### src/rtl/wb_pkg.sv
// Shared types and default widths for the Wishbone initiator port.
package wb_pkg;

    localparam int WB_AW = 16;
    localparam int WB_DW = 16;
    localparam int WB_SW = 4;

    typedef enum logic [1:0] {
        IDLE = 2'd0,
        BUSY = 2'd1,
        RESP = 2'd2
    } wb_state_e;

    typedef struct packed {
        logic             we;
        logic [WB_AW-1:0] adr;
        logic [WB_DW-1:0] wdata;
        logic [WB_SW-1:0] sel;
    } wb_req_t;

endpackage

### src/rtl/wb_timeout_cnt.sv
// Counts strobe cycles without acknowledge; flags the last allowed cycle.
module wb_timeout_cnt #(
    parameter int TIMEOUT = 15
) (
    input  logic clk,
    input  logic rst,
    input  logic clear,
    input  logic enable,
    output logic expired
);

    generate
        if (TIMEOUT > 0) begin : g_cnt
            localparam int CW = $clog2(TIMEOUT + 1);
            localparam logic [CW-1:0] LAST = CW'(TIMEOUT - 1);

            logic [CW-1:0] cnt_q;
            logic [CW-1:0] cnt_d;

            always_comb begin
                cnt_d = cnt_q;
                if (clear) begin
                    cnt_d = '0;
                end else if (enable) begin
                    cnt_d = cnt_q + CW'(1);
                end
            end

            always_ff @(posedge clk or negedge rst) begin
                if (!rst) begin
                    cnt_q <= '0;
                end else begin
                    cnt_q <= cnt_d;
                end
            end

            assign expired = (cnt_q == LAST);
        end else begin : g_none
            // A zero limit means the port waits for an acknowledge forever.
            assign expired = 1'b0;
        end
    endgenerate

endmodule

### src/rtl/wb_master_port.sv
// Core-side Wishbone classic initiator: one request in, one bus cycle, one response out.
module wb_master_port
    import wb_pkg::*;
#(
    parameter int AW      = wb_pkg::WB_AW,
    parameter int DW      = wb_pkg::WB_DW,
    parameter int SW      = wb_pkg::WB_SW,
    parameter int TIMEOUT = 15
) (
    input  logic          clk,
    input  logic          rst,
    input  logic          req_valid,
    output logic          req_ready,
    input  logic          req_we,
    input  logic [AW-1:0] req_adr,
    input  logic [DW-1:0] req_wdata,
    input  logic [SW-1:0] req_sel,
    output logic          rsp_valid,
    output logic [DW-1:0] rsp_rdata,
    output logic          rsp_err,
    output logic [AW-1:0] adr_out,
    output logic [DW-1:0] data_out,
    output logic          we_out,
    output logic [SW-1:0] sel_out,
    output logic          stb_out,
    output logic          cyc_out,
    input  logic [DW-1:0] data_in,
    input  logic          akn_in,
    output logic [1:0]    dbg_state_o
);

    // Core handshake: a request transfers on an edge where req_valid and
    // req_ready are both high; req_ready depends only on state, never on
    // req_valid, and the core holds its request until that edge.

    wb_state_e     state_q, state_d;
    logic [AW-1:0] adr_q, adr_d;
    logic [DW-1:0] wdata_q, wdata_d;
    logic          we_q, we_d;
    logic [SW-1:0] sel_q, sel_d;
    logic          stb_q, stb_d;
    logic          rsp_valid_q, rsp_valid_d;
    logic [DW-1:0] rdata_q, rdata_d;
    logic          err_q, err_d;
    logic          expired;

    wb_timeout_cnt #(.TIMEOUT(TIMEOUT)) u_timeout (
        .clk     (clk),
        .rst     (rst),
        .clear   (state_q != BUSY),
        .enable  ((state_q == BUSY) && !akn_in),
        .expired (expired)
    );

    always_comb begin
        state_d     = state_q;
        adr_d       = adr_q;
        wdata_d     = wdata_q;
        we_d        = we_q;
        sel_d       = sel_q;
        stb_d       = stb_q;
        rsp_valid_d = 1'b0;
        rdata_d     = rdata_q;
        err_d       = err_q;
        case (state_q)
            IDLE: begin
                if (req_valid) begin
                    adr_d   = req_adr;
                    wdata_d = req_wdata;
                    we_d    = req_we;
                    sel_d   = req_sel;
                    stb_d   = 1'b1;
                    state_d = BUSY;
                end
            end
            BUSY: begin
                // Acknowledge is tested first so it beats a same-cycle expiry.
                if (akn_in) begin
                    rdata_d     = we_q ? '0 : data_in;
                    err_d       = 1'b0;
                    rsp_valid_d = 1'b1;
                    stb_d       = 1'b0;
                    state_d     = RESP;
                end else if (expired) begin
                    rdata_d     = '0;
                    err_d       = 1'b1;
                    rsp_valid_d = 1'b1;
                    stb_d       = 1'b0;
                    state_d     = RESP;
                end
            end
            RESP: begin
                state_d = IDLE;
            end
            default: begin
                stb_d   = 1'b0;
                state_d = IDLE;
            end
        endcase
    end

    always_ff @(posedge clk or negedge rst) begin
        if (!rst) begin
            state_q     <= IDLE;
            adr_q       <= '0;
            wdata_q     <= '0;
            we_q        <= 1'b0;
            sel_q       <= '0;
            stb_q       <= 1'b0;
            rsp_valid_q <= 1'b0;
            rdata_q     <= '0;
            err_q       <= 1'b0;
        end else begin
            state_q     <= state_d;
            adr_q       <= adr_d;
            wdata_q     <= wdata_d;
            we_q        <= we_d;
            sel_q       <= sel_d;
            stb_q       <= stb_d;
            rsp_valid_q <= rsp_valid_d;
            rdata_q     <= rdata_d;
            err_q       <= err_d;
        end
    end

    assign req_ready   = (state_q == IDLE);
    assign adr_out     = adr_q;
    assign data_out    = wdata_q;
    assign we_out      = we_q;
    assign sel_out     = sel_q;
    assign stb_out     = stb_q;
    assign cyc_out     = stb_q;
    assign rsp_valid   = rsp_valid_q;
    assign rsp_rdata   = rdata_q;
    assign rsp_err     = err_q;
    assign dbg_state_o = state_q;

endmodule

### config.mk
export PLATFORM = sky130hd
export DESIGN_NAME = wb_master_port
export DESIGN_NICKNAME = d
export VERILOG_FILES = /design/src/rtl/wb_pkg.sv /design/src/rtl/wb_timeout_cnt.sv /design/src/rtl/wb_master_port.sv
export SDC_FILE = /design/constraint.sdc
export NUM_CORES = 1
export LEC_CHECK = 0
export BUFFER_PORTS_ARGS = -buffer_cell sky130_fd_sc_hd__clkbuf_2
export CAP_MARGIN = 40
export CORE_MARGIN = 2
export CORE_UTILIZATION = 43
export DETAILED_ROUTE_END_ITERATION = 16
export PLACE_DENSITY = 0.75
export SYNTH_ARGS = -nofsm -noshare
export SYNTH_HDL_FRONTEND = slang
export SYNTH_SLANG_ARGS = --single-unit
### constraint.sdc
create_clock -name clk -period 2.1 [get_ports clk]
set_input_delay 0.315 -clock clk [delete_from_list [all_inputs] [get_ports clk]]
set_output_delay 0.315 -clock clk [all_outputs]
set_load 0.03 [all_outputs]
==> summary.md <==
| Metric | Value |
|---|---|
| Status | completed |
| Final setup margin | 0.518 ns |
| Cell Area, Placed | 3080 sq um |
| Synth area leaders | dfrtp_1, mux2_4, mux2_1 |
| Period utilization | 0.753 |
| Worst setup EP type | flip-flop |
| # diodes | 0 |
| Layout area overhead | 32.6% |
| Initial Utilization | 0.445 |
| P_sw | 2.13 mW |
| HP Class | primary input to asynchronous set/reset pin |
| Synth cell types | 25 |
| CTS Buffer Depth | 2 |
| Delay of the slowest critical-path stage | 0.41 ns |
| DR pass1 iterations | 4 |
| Flops & latches, synth | 62 |
| Root buf cell | clkbuf_8 |
| CP arrival | between 1.5 and 2 ns |
| Largest fanout on the critical path | 27 |
| # DRC | 0 |
| Antenna violations before repair | 0 |
| Final ANT Viol Nets | 0 |
| Comb pwr share | 0.444 |
| TritonCTS Buffers | 9 |
| Vias per cell | 4.84 |
| Critical Path RT | about 2.3 ns |
| Hold slack | 0.142 ns |
| Synth area leader | dfrtp_1 |
| Final TNS setup | 0 ns |
| Sequential Power Share | 0.380 |
| Seq/Total Area, Yosys | 0.633 |
| Overall routing resource usage | 0.159 |
| Vias after detailed routing | about 1700 |
| CP top delay family | flip-flops |
| Final Critical Period | 1.58 ns |
| Critical Path, Cell by Cell | nor2_1 > and2_2 > buf_4 > mux2_1 |
| Critical Path Start Type | flip-flop |
| Relative slew slack | 0.504 |
| Vias in the first global route | approximately 1700 |
| Setup WS pre-CTS | 0.522 ns |
| Critical path's slowest cell | dfrtp_1 |
| Routed WL | 4.70 mm |
| Slew Viols, Final | 0 |
| Total die area | about 6300 sq um |
| Slew @ Worst Pin | between 0.7 and 0.8 ns |
| Pwr/cell area | 1580 nW/um^2 |
| Syn Inst Count | 154 |
| VDD IR-drop max | 767 uV |
| # Max-Cap Violations | 0 |
| Layout Skew | 0.00561 ns |
| Share of layout cells above drive strength 1 | 0.556 |
| RSZ-0062 raised after global routing | false |
| Nets | ~340 |
| Post-CTS Setup Bufs | 0 |
| Sw frac | 0.415 |
| Mean Syn Cell Area | 15.9 sq um |
| Largest net degree at the start of global routing | 63 |
| Yosys warning total | 0 |
| H-tree depth | 3 |
| Mapped Nets | between 200 and 250 |
| Power Total | 5.12 mW |
| Design Area, Final | 3250 sq um |
| WS Path Type | flip-flop to flip-flop |
| IO Port Bufs | 116 |
| Core area | 5510 sq um |
| Fmax | between 600 and 700 MHz |
| P_leak | 1.72 nW |
| Die X | 79.5 microns |
| Clock Sinks | 62 |
| Gpl congestion | 0.757 |
| Die span in y | 79.5 microns |
| Clk slew on worst S/H paths | around 0.06 ns |
| Wirelength per Cell | 13.4 microns |
| # rows | 27 |
| I/O Pins | 117 |
| Syn Std Cell Area | 2450 sq um |
| Crit path buffers/inverters | 1 |
| P_int | between 2 and 3 mW |
| Clk_lat worst skew | 0.32 ns |
| Final hold violations | 0 |
| Iter 0 DRT Violations | 32 |
| Final Setup Violations | 0 |
| Final HPWL DP | 3.43 mm |
| CTS tree | done |
| Total gr overflow | 0 |
| Clock network fraction of total power | 0.176 |
| Area share of the largest cell type after synthesis | 0.633 |
| Post-cts resize count | 0 |
| Hold_buf cts | 0 |
| First-pass GRT wire length | roughly 7.6 mm |
[registers in the layout (all words and copies together), names as in the netlist]
register,flops
adr_out,16
cyc_out,1
data_out,16
dbg_state_o,2
rsp_err,1
rsp_rdata,16
rsp_valid,1
sel_out,4
u_timeout.g_cnt.cnt_q,4
we_out,1
[through the flow]
| stage | utilization | instances |
|---|---|---|
| 6_report | 0.590 | 351 |
| 5_1_grt | 0.590 | 351 |
| 4_1_cts | 0.590 | 351 |
| 3_5_place_dp | 0.559 | 337 |
| 3_3_place_gp | 0.559 | 337 |
| 2_1_floorplan | - | 154 |
[power by group through the flow]
| stage | logic (mW) | registers (mW) | clock network (mW) |
|---|---|---|---|
| floorplan | 0.720 | 2.87 | 0 |
| global placement | 2.27 | 1.95 | 0 |
| detailed placement | 2.31 | 1.95 | 0 |
| CTS | 2.30 | 1.95 | 0.941 |
| global route | 2.40 | 2.01 | 1.00 |
| finish | 2.27 | 1.95 | 0.901 |
[Yosys cell counts, drive strengths merged]
cell and instances:
o21ai 2, dfrtp 62, nor3b 1, a21o 1, nor2b 1, buf 9, a21oi 4, nand4b 1
a31oi 1, a22o 16, a41oi 1, xor2 1, nand3 1, nand2b 2, xnor2 1, mux2 37
ha 2, nor2 5, inv 4, and2 1, and2b 1
[worst paths after layout]
check,start,endpoint,slack [ns],cells after the start
max,dbg_state_o[0]$_DFFE_PN0P_,data_out[1]$_DFFE_PN0P_,0.52,4
min,rst,data_out[11]$_DFFE_PN0P_,0.14,2
max reg2reg,dbg_state_o[0]$_DFFE_PN0P_,data_out[1]$_DFFE_PN0P_,0.52,4
min reg2reg,data_out[2]$_DFFE_PN0P_,data_out[2]$_DFFE_PN0P_,0.48,1
max in group asynchronous,rst,adr_out[12]$_DFFE_PN0P_,1.46,2
min in group clk,data_in[10],rsp_rdata[10]$_DFFE_PN0P_,0.20,2
[area by class of cell]
cell class / instances / area [sq um]
tap: 72 / 90.1
timing repair buffer: 120 / 611
fill: 451 / 2260
multi-input combinational: 79 / 808
clock inverter: 1 / 5.00
sequential: 62 / 1550
clock buffer: 13 / 169
inverter: 4 / 15.0
[logic make-up (layout without fill, tap and decap cells)]
group	after synthesis	count (layout)	synth area share
fa+ha+maj	2	2	0.0102
buf+inv	13	138	0.0378
flops	62	62	0.633
compound gates	25	25	0.0786
mux	37	37	0.199
simple gates	13	13	0.0342
xor+xnor	2	2	0.00715
[layout by cell type, fill, tap and decap left out, types with 2 or more instances in the layout]
| master | n |
|---|---|
| buf_4 | 4 |
| ha_1 | 2 |
| a22o_1 | 16 |
| nand2b_1 | 2 |
| mux2_1 | 18 |
| a21oi_1 | 4 |
| dfrtp_1 | 62 |
| mux2_4 | 19 |
| inv_1 | 3 |
| nor2_1 | 5 |
| clkbuf_8 | 12 |
| clkbuf_2 | 116 |
| o21ai_0 | 2 |
[metal layers]
metal | global-route usage | part of all wire | vias to the layer above
li1 | - | - | 787
met1 | 0.201 | 0.45 | 807
met2 | 0.238 | 0.43 | 97
met3 | 0.0543 | 0.10 | 8
met4 | 0.0879 | 0.017 | 0
met5 | 0 | 0 | -
(Power assumes the default switching activity.)
